**src/rtl/ixu_mc_issue_queue.sv**
```systemverilog
// Issue queue feeding the IXU multi-cycle pipe.
// Entries live in an age-ordered array that compacts on issue: entry 0 is the
// oldest and the occupied entries are always 0..count-1. The oldest entry with
// both sources ready is issued each cycle. After a divide issues, the queue
// stops issuing until the divider drops busy.
//
// state        | meaning
// -------------+--------------------------------------------------------------
// ST_ISSUE     | normal operation, oldest ready entry may issue every cycle
// ST_WAIT_DIV  | divider owns the pipe; no issue until the first !busy_i cycle
module ixu_mc_issue_queue #(
    parameter int DEPTH      = 8,
    parameter int NUM_WAKEUP = 4
) (
    input  logic                        core_clock_i,
    input  logic                        core_reset_i,
    input  logic                        core_flush_i,
    input  logic                        enq_valid_i,
    output logic                        enq_ready_o,
    input  logic [5:0]                  enq_rob_i,
    input  logic [5:0]                  enq_rs1_i,
    input  logic [5:0]                  enq_rs2_i,
    input  logic                        enq_rs1_rdy_i,
    input  logic                        enq_rs2_rdy_i,
    input  logic                        enq_div_i,
    input  logic [6*NUM_WAKEUP-1:0]     wakeup_dest_i,
    input  logic [NUM_WAKEUP-1:0]       wakeup_valid_i,
    output logic                        valid_o,
    output logic [17:0]                 data_o,
    input  logic                        busy_i,
    output logic                        full_o,
    output logic                        empty_o,
    output logic [$clog2(DEPTH):0]      count_o
);

    localparam int IW = $clog2(DEPTH);
    localparam int CW = IW + 1;

    typedef enum logic {
        ST_ISSUE    = 1'b0,
        ST_WAIT_DIV = 1'b1
    } state_t;

    typedef struct packed {
        logic       vld;
        logic [5:0] rob;
        logic [5:0] rs1;
        logic       rs1_rdy;
        logic [5:0] rs2;
        logic       rs2_rdy;
        logic       div;
    } entry_t;

    entry_t          ent_q [DEPTH];
    entry_t          ent_d [DEPTH];
    entry_t          woken [DEPTH];
    entry_t          enq_ent;

    logic [CW-1:0]   count_q;
    logic [CW-1:0]   count_d;
    logic [CW-1:0]   enq_pos;
    state_t          state_q;
    state_t          state_d;

    logic            sel_found;
    logic [IW-1:0]   sel_idx;
    logic            issue;
    logic            enq_fire;

    // Tag 0 is the hardwired-ready register, so it never produces a hit.
    function automatic logic wake_hit(
        input logic [5:0]              tag,
        input logic [6*NUM_WAKEUP-1:0] dest,
        input logic [NUM_WAKEUP-1:0]   vld
    );
        logic hit;
        hit = 1'b0;
        for (int k = 0; k < NUM_WAKEUP; k++) begin
            if (vld[k] && (dest[6*k +: 6] == tag)) begin
                hit = 1'b1;
            end
        end
        return hit && (tag != 6'd0);
    endfunction

    // Oldest ready entry: scan from the top so the lowest index wins.
    always_comb begin
        sel_found = 1'b0;
        sel_idx   = '0;
        for (int i = DEPTH - 1; i >= 0; i--) begin
            if (ent_q[i].vld && ent_q[i].rs1_rdy && ent_q[i].rs2_rdy) begin
                sel_found = 1'b1;
                sel_idx   = IW'(i);
            end
        end
    end

    // Issue depends only on registered state, never on busy_i.
    assign issue       = sel_found && (state_q == ST_ISSUE);
    assign valid_o     = issue;
    assign data_o      = issue ? {ent_q[sel_idx].rs2, ent_q[sel_idx].rs1, ent_q[sel_idx].rob}
                               : 18'd0;

    assign full_o      = (count_q == CW'(DEPTH));
    assign empty_o     = (count_q == '0);
    assign count_o     = count_q;
    assign enq_ready_o = !full_o;
    assign enq_fire    = enq_valid_i && enq_ready_o;

    // Wakeup snoop applied to the stored entries; takes effect next cycle.
    always_comb begin
        for (int i = 0; i < DEPTH; i++) begin
            woken[i]         = ent_q[i];
            woken[i].rs1_rdy = ent_q[i].rs1_rdy
                             | wake_hit(ent_q[i].rs1, wakeup_dest_i, wakeup_valid_i);
            woken[i].rs2_rdy = ent_q[i].rs2_rdy
                             | wake_hit(ent_q[i].rs2, wakeup_dest_i, wakeup_valid_i);
        end
    end

    // Incoming micro-op, with the same wakeup snoop so a coincident wakeup is kept.
    always_comb begin
        enq_ent         = '0;
        enq_ent.vld     = 1'b1;
        enq_ent.rob     = enq_rob_i;
        enq_ent.rs1     = enq_rs1_i;
        enq_ent.rs2     = enq_rs2_i;
        enq_ent.div     = enq_div_i;
        enq_ent.rs1_rdy = enq_rs1_rdy_i || (enq_rs1_i == 6'd0)
                        || wake_hit(enq_rs1_i, wakeup_dest_i, wakeup_valid_i);
        enq_ent.rs2_rdy = enq_rs2_rdy_i || (enq_rs2_i == 6'd0)
                        || wake_hit(enq_rs2_i, wakeup_dest_i, wakeup_valid_i);
    end

    // Next array contents: compact over the issued slot, then append at the tail.
    always_comb begin
        enq_pos = issue ? (count_q - CW'(1)) : count_q;
        for (int i = 0; i < DEPTH; i++) begin
            ent_d[i] = woken[i];
        end
        if (issue) begin
            for (int i = 0; i < DEPTH - 1; i++) begin
                if (IW'(i) >= sel_idx) begin
                    ent_d[i] = woken[i+1];
                end
            end
            ent_d[DEPTH-1] = '0;
        end
        // enq_fire implies count_q < DEPTH, so enq_pos always lands inside the array.
        if (enq_fire) begin
            for (int i = 0; i < DEPTH; i++) begin
                if (CW'(i) == enq_pos) begin
                    ent_d[i] = enq_ent;
                end
            end
        end
        count_d = count_q + CW'(enq_fire) - CW'(issue);
        if (core_flush_i) begin
            for (int i = 0; i < DEPTH; i++) begin
                ent_d[i] = '0;
            end
            count_d = '0;
        end
    end

    // Entry storage and occupancy count.
    always_ff @(posedge core_clock_i or posedge core_reset_i) begin
        if (core_reset_i) begin
            for (int i = 0; i < DEPTH; i++) begin
                ent_q[i] <= '0;
            end
            count_q <= '0;
        end else begin
            for (int i = 0; i < DEPTH; i++) begin
                ent_q[i] <= ent_d[i];
            end
            count_q <= count_d;
        end
    end

    // Divide serialisation: next-state logic. busy_i is only looked at in
    // ST_WAIT_DIV; in ST_ISSUE it reflects the pipe accepting the divide itself.
    always_comb begin
        state_d = state_q;
        unique case (state_q)
            ST_ISSUE: begin
                if (issue && ent_q[sel_idx].div) begin
                    state_d = ST_WAIT_DIV;
                end
            end
            ST_WAIT_DIV: begin
                if (!busy_i) begin
                    state_d = ST_ISSUE;
                end
            end
            default: state_d = ST_ISSUE;
        endcase
        if (core_flush_i) begin
            state_d = ST_ISSUE;
        end
    end

    // Divide serialisation: state register.
    always_ff @(posedge core_clock_i or posedge core_reset_i) begin
        if (core_reset_i) begin
            state_q <= ST_ISSUE;
        end else begin
            state_q <= state_d;
        end
    end

endmodule

```
**config.mk**
```make
export PLATFORM = sky130hd
export DESIGN_NAME = ixu_mc_issue_queue
export DESIGN_NICKNAME = d
export VERILOG_FILES = /design/src/rtl/ixu_mc_issue_queue.sv
export SDC_FILE = /design/constraint.sdc
export NUM_CORES = 1
export LEC_CHECK = 0
export BUFFER_PORTS_ARGS = -buffer_cell sky130_fd_sc_hd__buf_2
export CAP_MARGIN = 20
export CORE_MARGIN = 3
export CORE_UTILIZATION = 45
export CTS_CLUSTER_DIAMETER = 150
export DETAILED_ROUTE_END_ITERATION = 7
export GPL_TIMING_DRIVEN = 0
export PLACE_DENSITY = 0.58
export SYNTH_ARGS = -nofsm -noshare
export SYNTH_HDL_FRONTEND = slang
export SYNTH_SLANG_ARGS = --single-unit
export TNS_END_PERCENT = 10
```
**constraint.sdc**
```tcl
create_clock -name core_clock_i -period 11.71 [get_ports core_clock_i]
set_input_delay 2.342 -clock core_clock_i [delete_from_list [all_inputs] [get_ports core_clock_i]]
set_output_delay 2.342 -clock core_clock_i [all_outputs]
set_load 0.01 [all_outputs]
```
==> results of run 1 <==
critical path: stages, from the launching register on:
cell	delay (ns)
dfrtp_1	0.42
nand3_1	0.18
nand2_1	0.23
nor2_1	0.09
o21ai_1	0.57
buf_6	0.23
buf_2	0.38
mux4_2	0.41
a22o_1	0.30
buf_2	0.16
power by group:
part | total [uW] | internal (uW) | switching [uW]
clock network | 620 | 344 | 276
logic | 831 | 308 | 523
registers | 730 | 692 | 37.9
total | 2180 | 1340 | 836
path summary, 6_finish.rpt:
path                              end    startpoint  slack (ns)  cells after the start
max in group asynchronous    ent_q[7]  core_reset_i        8.79                      3
min in group asynchronous  ent_q[148]  core_reset_i        1.97                      2
setup reg to reg           ent_q[162]    count_o[1]        8.69                     10
hold / removal              ent_q[21]     ent_q[21]        0.57                      2
hold reg to reg             ent_q[21]     ent_q[21]        0.57                      2
setup / recovery           data_o[16]     ent_q[87]        5.95                      9
layout make-up:
type	instances	area [um2]
clock inverters	13	170
clock buffers	18	439
fillers	3351	17300
repair buffers	46	262
flip-flops and latches	181	4530
multi-input cells	1328	10400
inverters	13	56.3
plain buffers	257	1150
well taps	455	569
diodes	1	2.50
kinds of logic (layout without fill, tap and decap cells):
family	count (synthesis)	count (layout)	share of synthesized area [%]
compound gates	244	244	11.0
xor+xnor	433	433	23.6
fa+ha+maj	10	10	0.824
buf+inv	270	347	7.45
flops	181	181	28.1
mux	189	189	14.6
other cells	0	1	0
simple gates	452	452	14.4
flip-flops by register name, indices dropped and copies added, names as in the netlist:
register / count
ent_q: 176
state_q: 1
count_o: 4
per-layer routing:
layer | GRT usage, % | routed length, um | vias up
li1 | - | - | 6382
met3 | 6.78 | 6290 | 209
met1 | 44.8 | 26400 | 7304
met5 | 0 | 0 | -
met2 | 51.0 | 28600 | 870
met4 | 16.5 | 3640 | 0
cell usage in the layout (no fill, tap or decap), drive strengths merged, types with 2 or more instances in the layout:
cell type / count
a211oi: 134
a21oi: 38
a22o: 18
a31oi: 2
and2: 4
and3: 3
buf: 172
bufinv: 3
clkbuf: 149
clkinv: 3
clkinvlp: 3
dfrtp: 181
ha: 9
inv: 17
mux2i: 152
mux4: 37
nand2: 45
nand2b: 10
nand3: 31
nand3b: 2
nand4: 72
nor2: 148
nor2b: 2
nor3: 23
nor4: 88
o2111ai: 2
o211ai: 6
o21ai: 10
o21bai: 12
o22ai: 14
o41ai: 2
or2: 5
or4: 16
xnor2: 218
xor2: 215
stage by stage:
step           worst slack [ns]  power [uW]  utilization [%]  instances
2_1_floorplan              4.45        1310                -       1779
3_3_place_gp               2.03        1530             48.4       2277
3_5_place_dp               6.50        1550             48.5       2280
4_1_cts                    6.01        2160             50.3       2311
5_1_grt                    5.87        2270             50.3       2311
6_report                   5.95        2180             50.3       2312
==> results.ini, run 1 <==
[clock_tree]
clk_path_buf_depth=2
insertion_delay_ns=0.45
root_buffer=clkbuf_16
clk_pin_slew_ns=0.07
postCtsHoldBufs=0
cts_buffers=17
cts_tree=yes
cts_setup_buffers=0
cts_resized=0
cts_sinks=181
cts.htree.levels=4

[logic_synthesis]
async_flop_share_pct=100
synth_top_area_share_pct=28.1
synth_seq_cells=181
postSynthCellCount=1779
yosys.area.top_type=dfrtp_1
synth.top_cells.by_area=dfrtp_1 28%, xnor2_1 12%, xor2_1 12%
netlist_top_cells_count=218 x xnor2_1, 215 x xor2_1, 181 x dfrtp_1
synth.most_common_cell=xnor2_1
syn_area_um2=16100
avgSynthCellArea_um2=9.05
yosys_warnings=0
yosysUniqueCellTypes=57
seq_area_frac_synth_pct=28.1
synth-edff-count=0
synth_flop_cell=dfrtp_1
synth_fp_nets=1843

[layout]
final_area_um2=17500
drive_gt1_share_pct=12.5
final_nets=1908
syn_to_final_growth_pct=9.01

[timing]
max_freq_mhz=174
fin_crit_sh_pct=49.1
rsz0062_at_grt=no
max_slew_margin_pct=15.2
skew_ns=0.0136
final.min_clock_period_ns=5.76
final_max_slew_viol_count=0
final-setup-viol-count=0
tightest_slew_ns=1.27
setup_tns_ns=0
holdWs_ns=0.567
hold_viol=0

[critical_path]
critPathRequiredTime_ns=9.37
cp-start-kind=flop
arrival_ns=3.41
cp-end-kind=output pin
worst-setup-path-type=flop to output pin
critPathMaxFanout=10

[placement]
place_area_um2=16900
io_buffers=43
dp_hpwl_um=45600
gp_congestion=1.00

[floorplan]
row_count=68
die_w_um=195
design.die.area_um2=38100
start_util_pct=46.1
core-area_um2=34900
ios=80
die_h_um=195

[global_route]
grt_pass1_wl_um=95400
antenna_found_initial=0
grt_pass1_vias=14500
grt_max_degree=105
grtUsageTotal_pct=33.2
gr-total-overflow=0

[power]
power_density_nw_per_um2=124
p_leak_uw=0.00715
ir_worst_vdd_v=0.0000918

[detailed_routing]
first_pass_iters=5
via_per_inst=6.39
routedWlPerCell_um=28.1
postRouteAntennaNets=0
drc_errors=0
vias=14800
wirelength_um=64900
drt-initial-drc-count=1669

[hold_path]
hp-class=flop to flop

[run]
cap_violations=0

[outcome]
status=completed

Note: power is estimated with default switching activity, not from simulation.
==> run 2: changes to the inputs <==
==> constraint.sdc (replaced) <==
create_clock -name core_clock_i -period 5.5 [get_ports core_clock_i]
set_input_delay 1.1 -clock core_clock_i [delete_from_list [all_inputs] [get_ports core_clock_i]]
set_output_delay 1.1 -clock core_clock_i [all_outputs]
set_load 0.01 [all_outputs]
==> results.ini, run 2 (same netlist as run 1, synthesis figures left out) <==
[outcome]
status=completed

[timing]
rsz0062_at_grt=no
skew_ns=0.0212
setup_tns_ns=0
fin_crit_sh_pct=81.0
max_slew_margin_pct=18.3
holdWs_ns=0.573
hold_viol=0
final_max_slew_viol_count=0
tightest_slew_ns=1.23
max_freq_mhz=224
setup_ws_ns=1.04
final-setup-viol-count=0
final.min_clock_period_ns=4.46

[critical_path]
cp_cell_sequence=nand3_1, nand2_1, nor2_1, o21ai_1, buf_6, buf_2, mux4_2, a22o_1, buf_2
worst-setup-path-type=flop to output pin
cp-start-kind=flop
arrival_ns=3.36
path_buf_inv=3
crit_slowest_cell=o21ai_1
timing.rr.end=ent_q[120]
timing.critical_path.max_delay_family=compound AO/OA/AOI/OAI gates
cp-startpoint=ent_q[65]
rrSetupSlack_ns=2.42
critPathRequiredTime_ns=4.40
cpMostUsedCell=buf_2
worstSetupEndpoint=data_o[16]
crit_cells=9
rr_startpoint=count_o[1]
cp_slowest_stage_delay_ns=0.54
critPathMaxFanout=10
cp-end-kind=output pin
rr_worst_depth=10

[clock_tree]
cts_resized=0
postCtsHoldBufs=0
clk_pin_slew_ns=0.07
insertion_delay_ns=0.47
cts_sinks=181
clk_path_buf_depth=2
cts.htree.levels=4
cts_buffers=17
root_buffer=clkbuf_16
cts_tree=yes
cts_setup_buffers=0

[global_route]
antenna_found_initial=0
grt_pass1_vias=14400
gr-total-overflow=0
grt_max_degree=41
grtUsageTotal_pct=33.7
grt_pass1_wl_um=96300

[power]
ir_worst_vdd_v=0.000244
p_leak_uw=0.00720
power_density_nw_per_um2=261

[hold_path]
min_from=ent_q[175]
hp-class=flop to flop

[detailed_routing]
routedWlPerCell_um=28.3
drt-initial-drc-count=1852
postRouteAntennaNets=0
via_per_inst=6.36
drc_errors=0
vias=14800
first_pass_iters=5
wirelength_um=65500

[floorplan]
die_h_um=195
ios=80
design.die.area_um2=38100
die_w_um=195
core-area_um2=34900
row_count=68
start_util_pct=46.1

[layout]
diodes=0
final_nets=1914
final_util_pct=50.5
largest_register_ffs=176
top_register=ent_q
fill_cells=3391
fin_cells=2318
final_cell_mix=218 x xnor2_1, 215 x xor2_1, 181 x dfrtp_1
drive_gt1_share_pct=12.8
final_common_cell=xnor2_1
syn_to_final_growth_pct=9.50

[placement]
dp_hpwl_um=46300
preCtsSetupSlack_ns=1.51
gp_congestion=1.02
io_buffers=43
dp.cells=2286

[run]
cap_violations=0

[run 2: worst min-delay path by stage]
| stage | endpoint | slack [ns] | cells after the start |
|---|---|---|---|
| floorplan | ent_q[21] | 0.52 | 2 |
| finish | ent_q[175] | 0.57 | 2 |
| detailed placement | ent_q[175] | 0.56 | 2 |
| global placement | ent_q[21] | 0.55 | 2 |
| global route | ent_q[21] | 0.61 | 2 |
| CTS | ent_q[175] | 0.57 | 2 |
[run 2: final cells by class]
class / instances / area, um2 / area share [%]
multi-input combinational: 1328 / 10400 / 58.8
inverter: 13 / 52.6 / 0.298
sequential: 181 / 4530 / 25.7
buffer: 257 / 1150 / 6.52
timing repair buffer: 52 / 372 / 2.11
clock inverter: 13 / 131 / 0.745
clock buffer: 19 / 453 / 2.57
tap: 455 / 569 / 3.23
[run 2: per-stage QoR]
step                area (um2)  power, uW
global placement         16900       3270
finish                   17600       4600
global route             17600       4800
detailed placement       17000       3310
floorplan                16100       2800
CTS                      17600       4570
[run 2: where the power goes]
part	internal [uW]	switching [uW]
clock	691	573
sequential	1470	79.4
combinational	663	1120
[run 2: metal layers]
layer,vias to the layer above,track usage [%],share of wire [%]
li1,6407,-,-
met2,851,51.4,44
met5,-,0,0
met3,193,7.38,10
met1,7300,45.5,40
met4,0,15.9,5.1
[run 2: worst min-delay path: stages (launching register included)]
cell,delay [ns]
dfrtp_1,0.39
o21ai_0,0.08
a21oi_1,0.07
